### config.mk
export PLATFORM = sky130hd
export DESIGN_NAME = control_fsm
export DESIGN_NICKNAME = d
export VERILOG_FILES = /design/src/rtl/control_fsm.sv
export SDC_FILE = /design/constraint.sdc
export NUM_CORES = 1
export LEC_CHECK = 0
export CAP_MARGIN = 20
export CELL_PAD_IN_SITES_DETAIL_PLACEMENT = 0
export CELL_PAD_IN_SITES_GLOBAL_PLACEMENT = 1
export CORE_MARGIN = 5
export CORE_UTILIZATION = 31
export DETAILED_ROUTE_END_ITERATION = 7
export PLACE_DENSITY_LB_ADDON = 0.08
export SKIP_CTS_REPAIR_TIMING = 1
export SYNTH_ARGS = -nofsm -noshare
export SYNTH_HDL_FRONTEND = slang
export SYNTH_SLANG_ARGS = --single-unit
### constraint.sdc
create_clock -name CLK -period 2.41 [get_ports CLK]
set_input_delay 0.482 -clock CLK [delete_from_list [all_inputs] [get_ports CLK]]
set_output_delay 0.482 -clock CLK [all_outputs]
set_load 0.05 [all_outputs]
### src/rtl/control_fsm.sv
// control_fsm: multi-cycle control unit and instruction decoder for the
// 16-bit processor. It latches the fetched instruction into IR, steps
// through FETCH/DECODE/EXEC/MEM/WB, and drives the register-file, memory,
// PC and ALU control signals that the Data block consumes.
module control_fsm (
    input  logic        CLK,
    input  logic        RST_N,
    input  logic [15:0] input_instr,
    input  logic        input_mem_ready,
    input  logic        input_zero,
    output logic [2:0]  output_reg_readA_address,
    output logic [2:0]  output_reg_readB_address,
    output logic [2:0]  output_reg_write_address,
    output logic        output_reg_write,
    output logic [15:0] output_imm,
    output logic        output_branch,
    output logic        output_memToReg,
    output logic        output_mem_read,
    output logic        output_mem_write,
    output logic        output_IR_write,
    output logic        output_PC_write,
    output logic        output_pc_src,
    output logic [2:0]  output_alu_op,
    output logic        output_alu_src_imm,
    output logic [2:0]  output_state,
    output logic        output_halted,
    output logic        output_illegal
);

    typedef enum logic [2:0] {
        S_FETCH  = 3'd0,
        S_DECODE = 3'd1,
        S_EXEC   = 3'd2,
        S_MEM    = 3'd3,
        S_WB     = 3'd4,
        S_HALT   = 3'd5
    } state_t;

    localparam logic [3:0] OP_R    = 4'h0;
    localparam logic [3:0] OP_ADDI = 4'h1;
    localparam logic [3:0] OP_LW   = 4'h2;
    localparam logic [3:0] OP_SW   = 4'h3;
    localparam logic [3:0] OP_BEQ  = 4'h4;
    localparam logic [3:0] OP_HALT = 4'hF;

    state_t      state_q, state_d;
    logic [15:0] ir_q, ir_d;

    logic [3:0]  op;
    logic [2:0]  rd, rs1, rs2, funct;
    logic [5:0]  imm6;
    logic        op_legal;

    assign op    = ir_q[15:12];
    assign rd    = ir_q[11:9];
    assign rs1   = ir_q[8:6];
    assign rs2   = ir_q[5:3];
    assign funct = ir_q[2:0];
    assign imm6  = ir_q[5:0];

    // Classify the latched opcode as one the datapath knows how to execute
    always_comb begin
        op_legal = 1'b0;
        case (op)
            OP_R, OP_ADDI, OP_LW, OP_SW, OP_BEQ, OP_HALT: op_legal = 1'b1;
            default:                                      op_legal = 1'b0;
        endcase
    end

    // Next-state and next-IR selection; IR only moves on a completed fetch
    always_comb begin
        state_d = state_q;
        ir_d    = ir_q;
        case (state_q)
            S_FETCH: begin
                if (input_mem_ready) begin
                    ir_d    = input_instr;
                    state_d = S_DECODE;
                end
            end
            S_DECODE: begin
                if (op == OP_HALT) begin
                    state_d = S_HALT;
                end else if (!op_legal) begin
                    state_d = S_FETCH;
                end else begin
                    state_d = S_EXEC;
                end
            end
            S_EXEC: begin
                case (op)
                    OP_R, OP_ADDI: state_d = S_WB;
                    OP_LW, OP_SW:  state_d = S_MEM;
                    default:       state_d = S_FETCH;
                endcase
            end
            S_MEM: begin
                if (input_mem_ready) begin
                    state_d = (op == OP_LW) ? S_WB : S_FETCH;
                end
            end
            S_WB:    state_d = S_FETCH;
            S_HALT:  state_d = S_HALT;
            default: state_d = S_FETCH;
        endcase
    end

    // State and instruction register; reset drops back to an empty FETCH
    always_ff @(posedge CLK or negedge RST_N) begin
        if (!RST_N) begin
            state_q <= S_FETCH;
            ir_q    <= 16'h0000;
        end else begin
            state_q <= state_d;
            ir_q    <= ir_d;
        end
    end

    // Output decode from state and IR; strobes are also gated by RST_N so an
    // access in flight is abandoned the instant reset is asserted
    always_comb begin
        output_state             = state_q;
        output_reg_readA_address = rs1;
        output_reg_readB_address = (op == OP_R) ? rs2 : rd;
        output_reg_write_address = rd;
        output_imm               = {{10{imm6[5]}}, imm6};

        output_alu_op      = 3'b000;
        output_alu_src_imm = 1'b0;
        case (op)
            OP_R:                  output_alu_op = funct;
            OP_ADDI, OP_LW, OP_SW: output_alu_src_imm = 1'b1;
            OP_BEQ:                output_alu_op = 3'b001;
            default:               output_alu_op = 3'b000;
        endcase

        output_reg_write = 1'b0;
        output_memToReg  = 1'b0;
        output_mem_read  = 1'b0;
        output_mem_write = 1'b0;
        output_IR_write  = 1'b0;
        output_PC_write  = 1'b0;
        output_pc_src    = 1'b0;
        output_branch    = 1'b0;
        output_halted    = 1'b0;
        output_illegal   = 1'b0;

        if (RST_N) begin
            case (state_q)
                S_FETCH: begin
                    output_mem_read = 1'b1;
                    output_IR_write = input_mem_ready;
                    output_PC_write = input_mem_ready;
                end
                S_DECODE: begin
                    output_illegal = !op_legal;
                end
                S_EXEC: begin
                    if (op == OP_BEQ) begin
                        output_branch   = 1'b1;
                        output_pc_src   = 1'b1;
                        output_PC_write = input_zero;
                    end
                end
                S_MEM: begin
                    output_mem_read  = (op == OP_LW);
                    output_mem_write = (op == OP_SW);
                end
                S_WB: begin
                    output_reg_write = 1'b1;
                    output_memToReg  = (op == OP_LW);
                end
                S_HALT: begin
                    output_halted = 1'b1;
                end
                default: begin
                    output_halted = 1'b0;
                end
            endcase
        end
    end

endmodule

==> results.ini, run 1 <==
[cts]
cts_tree = yes
clk_pin_slew_worst_paths_ps = 70
clk_latency_ps = 250
clockBufferDepth = 2
numClockSinks = 19
numCtsBuffers = 3
h-tree-depth = 1
root_buffer = clkbuf_8

[global_route]
grt_pass1_vias = 986
overflow = 0
grt.total_usage = 0.117
grt_start_max_net_pins = 16
grt_pass1_wl_mm = 4.83
antenna_found_initial = 0

[setup_path]
crit_path_start_kind = register
crit_type = register to output pin
critPathMaxFanout = 6
path_cells = or2_4 -> nor3_4 -> mux2_2 -> buf_4
max_stage_delay_ps = 450
critPathTopFamily = simple AND/OR/NAND/NOR gates
path_buf_inv = 1
worst_path_max_delay_cell = dfrtp_1
worstPathArrival_ps = 1800
critPathRequiredTime_ps = 1930
end_kind = output pin

[run_status]
status = finished, final reports clean

[floorplanning]
die_h_um = 72.1
die-area_mm2 = 0.00520
pin_count = 62
coreArea_mm2 = 0.00369
die_x_um = 72.1
start_util = 0.324
num_rows = 22

[logic_synthesis]
syn_nets = 133
ys_seq_elements = 19
netlist.area_leader.share = 0.398
synthAdderAreaFrac = 0
yosysSeqAreaShare = 0.398
yosys-top-cells-area = dfrtp_1, mux2_2, buf_4, a31oi_1, and2_1
syn_inst = 113
synth_top_family_by_area = buffers and inverters
yosys.area_share.simple = 0.160
synth-edff-count = 0
ys.flop_type = dfrtp_1
syn_area_mm2 = 0.00119
synth-compound-area-share = 0.0848
synth.distinct_cells = 31
async_flop_share = 1.00
yosys.area_share.xor_xnor = 0
avgSynthCellArea_um2 = 10.6
synthMuxAreaShare = 0.170
synth.largest_area_cell = dfrtp_1
yosysWarnings = 0

[route]
viasPerCell = 4.67
num_vias = 943
wl_mm = 2.94
wire_per_inst_um = 14.5
drc = 0
drt_first_pass_iters = 4
antenna_left = 0
drt_iter0_drc = 27

[run]
drv_cap = 0

[timing]
fmax_mhz = 438
skew_ps = 3.22
period_share = 0.947
post-route-min-period_ps = 2280
tightest_slew_ps = 513
max_slew_margin = 0.657
hold_slack_ps = 511
hold_viol_final = 0
setup_viol = 0
rsz0062_at_grt = false
slew_violations = 0

[place]
hpwl_mm = 2.37
numPortBuffers = 61
gp_congestion = 0.823

[cells_and_area]
nets = 175
layout-drive-gt1-share = 0.370
n_fill_cell = 358
antennaDiodeCount = 0
area_growth_pct = 58.5

[hold_path]
hp-class = register to register

worst register-to-register path, cell delays in order (launching register included):
cell and delay, ps:
dfrtp_1 490, buf_4 210, nor4b_4 340, buf_4 290
mux2_2 370
cells in the mapped netlist (2+ instances only):
cell type / count
and3_1: 2
buf_4: 25
mux2_2: 18
nor3_1: 2
a31oi_1: 4
nor4_1: 2
nand2_1: 3
nor2b_1: 3
and2_1: 3
buf_2: 2
a21oi_1: 2
nor4b_1: 2
nand2b_1: 2
nor2_1: 5
a311oi_1: 2
inv_1: 3
dfrtp_1: 19
path summary, 6_finish.rpt:
kind                                             start                           to  slack, ps  depth (start not counted)
max                               ir_q[12]$_DFFE_PN0N_  output_reg_readB_address[2]        130                          4
min                                ir_q[7]$_DFFE_PN0N_          ir_q[7]$_DFFE_PN0N_        510                          1
max reg2reg                output_state[1]$_DFFE_PN0P_          ir_q[4]$_DFFE_PN0N_        610                          4
min reg2reg                        ir_q[7]$_DFFE_PN0N_          ir_q[7]$_DFFE_PN0N_        510                          1
max in group asynchronous                        RST_N          ir_q[7]$_DFFE_PN0N_       1560                          2
min in group asynchronous                        RST_N         ir_q[13]$_DFFE_PN0N_        620                          2
cells in the final DEF (no fill, tap or decap), types with 3 or more instances in the layout:
cell / n
mux2_2: 18
buf_4: 10
buf_12: 12
inv_1: 3
clkbuf_8: 3
nand2_1: 3
a31oi_1: 4
dfrtp_1: 19
clkdlybuf4s50_1: 44
nor2_1: 3
layer usage:
metal,track usage,wire [um],vias to the layer above
met3,0.0499,248,2
met1,0.126,1210,449
met2,0.206,1460,35
met5,0,0,-
met4,0.0376,23,0
li1,-,-,457
registers in the layout, summed over array words and instances, names as in the netlist:
register and count:
output_state 3, ir_q 16
cell type report:
class / count / area, um2 / share of cell area
multi-input cells: 62 / 546 / 0.288
inverters: 3 / 11.3 / 0.00594
flip-flops and latches: 19 / 475 / 0.251
repair buffers: 66 / 756 / 0.399
clock inverters: 1 / 5.00 / 0.00264
clock buffers: 3 / 41.3 / 0.0218
well taps: 48 / 60.1 / 0.0317
kinds of logic (layout without fill, tap and decap cells):
logic type | Yosys count | count (layout)
flip-flops | 19 | 19
multiplexers | 18 | 18
buffers and inverters | 32 | 73
AO/OA/AOI/OAI | 14 | 14
AND/OR/NAND/NOR | 30 | 30
metrics by stage:
step | std cells | worst slack, ps | util | cell area [um2] | setup TNS (ps)
6_report | 202 | 129 | 0.514 | 1890 | 0
5_1_grt | 202 | 8.98 | 0.514 | 1890 | 0
4_1_cts | 202 | 10.2 | 0.512 | 1890 | 0
3_5_place_dp | 198 | 159 | 0.499 | 1840 | 0
3_3_place_gp | 198 | 190 | 0.499 | 1840 | 0
2_1_floorplan | 113 | -127 | - | 1230 | -127
Power of run 1 is not shown: default switching activity piles up to over one toggle a cycle in this logic, so the estimate is an artifact.
==> run 2: changes to the inputs <==
- CORE_UTILIZATION: 31 -> 32
- CTS_BUF_LIST: not set -> sky130_fd_sc_hd__clkbuf_8
==> run 2 against run 1 <==
Against the previous run:
- via count is 2.8% higher
- register-to-register slack improved by 60 ps
- die area decreased by 2.7%
- wire length down 1.4%
- core utilization is 1.4 points higher
- cell count increased by 0.99%
- clock-buffer cell count stayed put
- final area is 1.3% higher
- clock skew decreased by 1.4 ps
- fmax shrank 0.26%
- setup slack got worse by 6.0 ps
- non-clock buffer count grew 2
- critical path type unchanged
- highest routed layer unchanged
==> results.ini, run 2 (synthesized netlist as in run 1, its figures left out) <==
[timing]
max_slew_margin = 0.660  ; was 0.657
fin_tns_setup_ps = 0  ; unchanged
hold_slack_ps = 506  ; was 511 ps
tightest_slew_ps = 509  ; was 513 ps
skew_ps = 1.87  ; was 3.22 ps
rsz0062_at_grt = true  ; was false
hold_viol_final = 0  ; unchanged
fin_ws_ps = 123  ; was 129 ps
fmax_mhz = 437  ; was 438 MHz
setup_viol = 0  ; unchanged
slew_violations = 0  ; unchanged
period_share = 0.949  ; was 0.947
post-route-min-period_ps = 2290  ; was 2280 ps

[cts]
clk_latency_ps = 250  ; about the same
root_buffer = clkbuf_8  ; unchanged
numClockSinks = 19  ; unchanged
numCtsBuffers = 3  ; unchanged
cts_tree = yes  ; unchanged
clockBufferDepth = 2  ; unchanged
clk_pin_slew_worst_paths_ps = 70  ; about the same
h-tree-depth = 1  ; unchanged

[global_route]
grt_pass1_vias = 980  ; was 986
overflow = 0  ; unchanged
grt_pass1_wl_mm = 4.80  ; was 4.83 mm
antenna_found_initial = 0  ; unchanged
grt_start_max_net_pins = 18  ; was 16
grt.total_usage = 0.119  ; was 0.117

[cells_and_area]
layout_common_cells = clkdlybuf4s50_1, mux2_2, dfrtp_1, buf_4, buf_12  ; was clkdlybuf4s50_1, dfrtp_1, mux2_2, buf_12, buf_4
largest_reg_flops = 16  ; unchanged
nets = 177  ; was 175
layout-drive-gt1-share = 0.397  ; was 0.370
antennaDiodeCount = 0  ; unchanged
n_fill_cell = 347  ; was 358
largest_register = ir_q  ; unchanged
area_growth_pct = 60.5  ; was 58.5%
final_common_cell = clkdlybuf4s50_1  ; unchanged

[route]
antenna_left = 0  ; unchanged
wire_per_inst_um = 14.2  ; was 14.5 um
drc = 0  ; unchanged
drt_first_pass_iters = 2  ; was 4
drt_iter0_drc = 15  ; was 27
num_vias = 969  ; was 943
wl_mm = 2.90  ; was 2.94 mm
viasPerCell = 4.75  ; was 4.67

[floorplanning]
coreArea_mm2 = 0.00363  ; was 0.00369 mm2
num_rows = 22  ; unchanged
die_h_um = 71.1  ; was 72.1 um
die_x_um = 71.1  ; was 72.1 um
pin_count = 62  ; unchanged
die-area_mm2 = 0.00506  ; was 0.00520 mm2
start_util = 0.329  ; was 0.324

[run]
drv_cap = 0  ; unchanged

[place]
pre_cts_slack_ps = 163  ; was 159 ps
numPortBuffers = 61  ; unchanged
hpwl_mm = 2.25  ; was 2.37 mm
gp_congestion = 0.792  ; was 0.823

[setup_path]
crit_type = register to output pin  ; unchanged
worstPathArrival_ps = 1810  ; was 1800 ps
crit_path_start_kind = register  ; unchanged
critPathMaxFanout = 5  ; was 6
critPathRequiredTime_ps = 1930  ; about the same
max_stage_delay_ps = 430  ; was 450 ps
worst_path_max_delay_cell = dfrtp_2  ; was dfrtp_1
end_kind = output pin  ; unchanged
path_buf_inv = 1  ; unchanged
critPathTopFamily = simple AND/OR/NAND/NOR gates  ; unchanged
r2r_setup_slack_ps = 670  ; was 610 ps
path_cells = or2_4 -> nor3_4 -> mux2_2 -> buf_4  ; unchanged

[hold_path]
hp-class = register to register  ; unchanged

[run_status]
status = finished, final reports clean  ; unchanged

## run 2: stage by stage
step                       util  std cells  cell area (um2)
final                     0.528        204             1920
after global routing      0.528        204             1920
after CTS                 0.520        202             1890
after detailed placement  0.507        198             1840
after global placement    0.507        198             1840
after floorplan               -        113             1230
## run 2: per-layer routing
metal | track usage | vias to the layer above | part of all wire
met4 | 0.0251 | 0 | 0.0055
li1 | - | 462 | -
met5 | 0 | - | 0
met1 | 0.154 | 468 | 0.45
met2 | 0.189 | 37 | 0.48
met3 | 0.0440 | 2 | 0.067
## run 2: worst paths after layout
path                                                  start                          end  cells past startpoint
max in group asynchronous                             RST_N          ir_q[1]$_DFFE_PN0N_                      2
worst max register to register  output_state[1]$_DFFE_PN0P_          ir_q[3]$_DFFE_PN0N_                      4
min in group asynchronous                             RST_N         ir_q[13]$_DFFE_PN0N_                      2
worst min-delay path                    ir_q[6]$_DFFE_PN0N_          ir_q[6]$_DFFE_PN0N_                      1
worst min register to register          ir_q[6]$_DFFE_PN0N_          ir_q[6]$_DFFE_PN0N_                      1
worst max-delay path                   ir_q[12]$_DFFE_PN0N_  output_reg_readB_address[0]                      4
## run 2: worst reg2reg max path: stages, from the launching register on
cell,delay [ps]
dfrtp_1,450
buf_4,200
nor4b_4,310
buf_4,300
mux2_2,370
## run 2: area by class of cell
class                           count  area (um2)  area share
Timing Repair Buffer               68         771       0.402
Sequential cell                    19         478       0.249
Tap cell                           48        60.1      0.0313
Clock buffer                        3        41.3      0.0215
Inverter                            3        11.3     0.00587
Clock inverter                      1        5.00     0.00261
Multi-Input combinational cell     62         552       0.288
Power of run 2 is left out for the same reason.
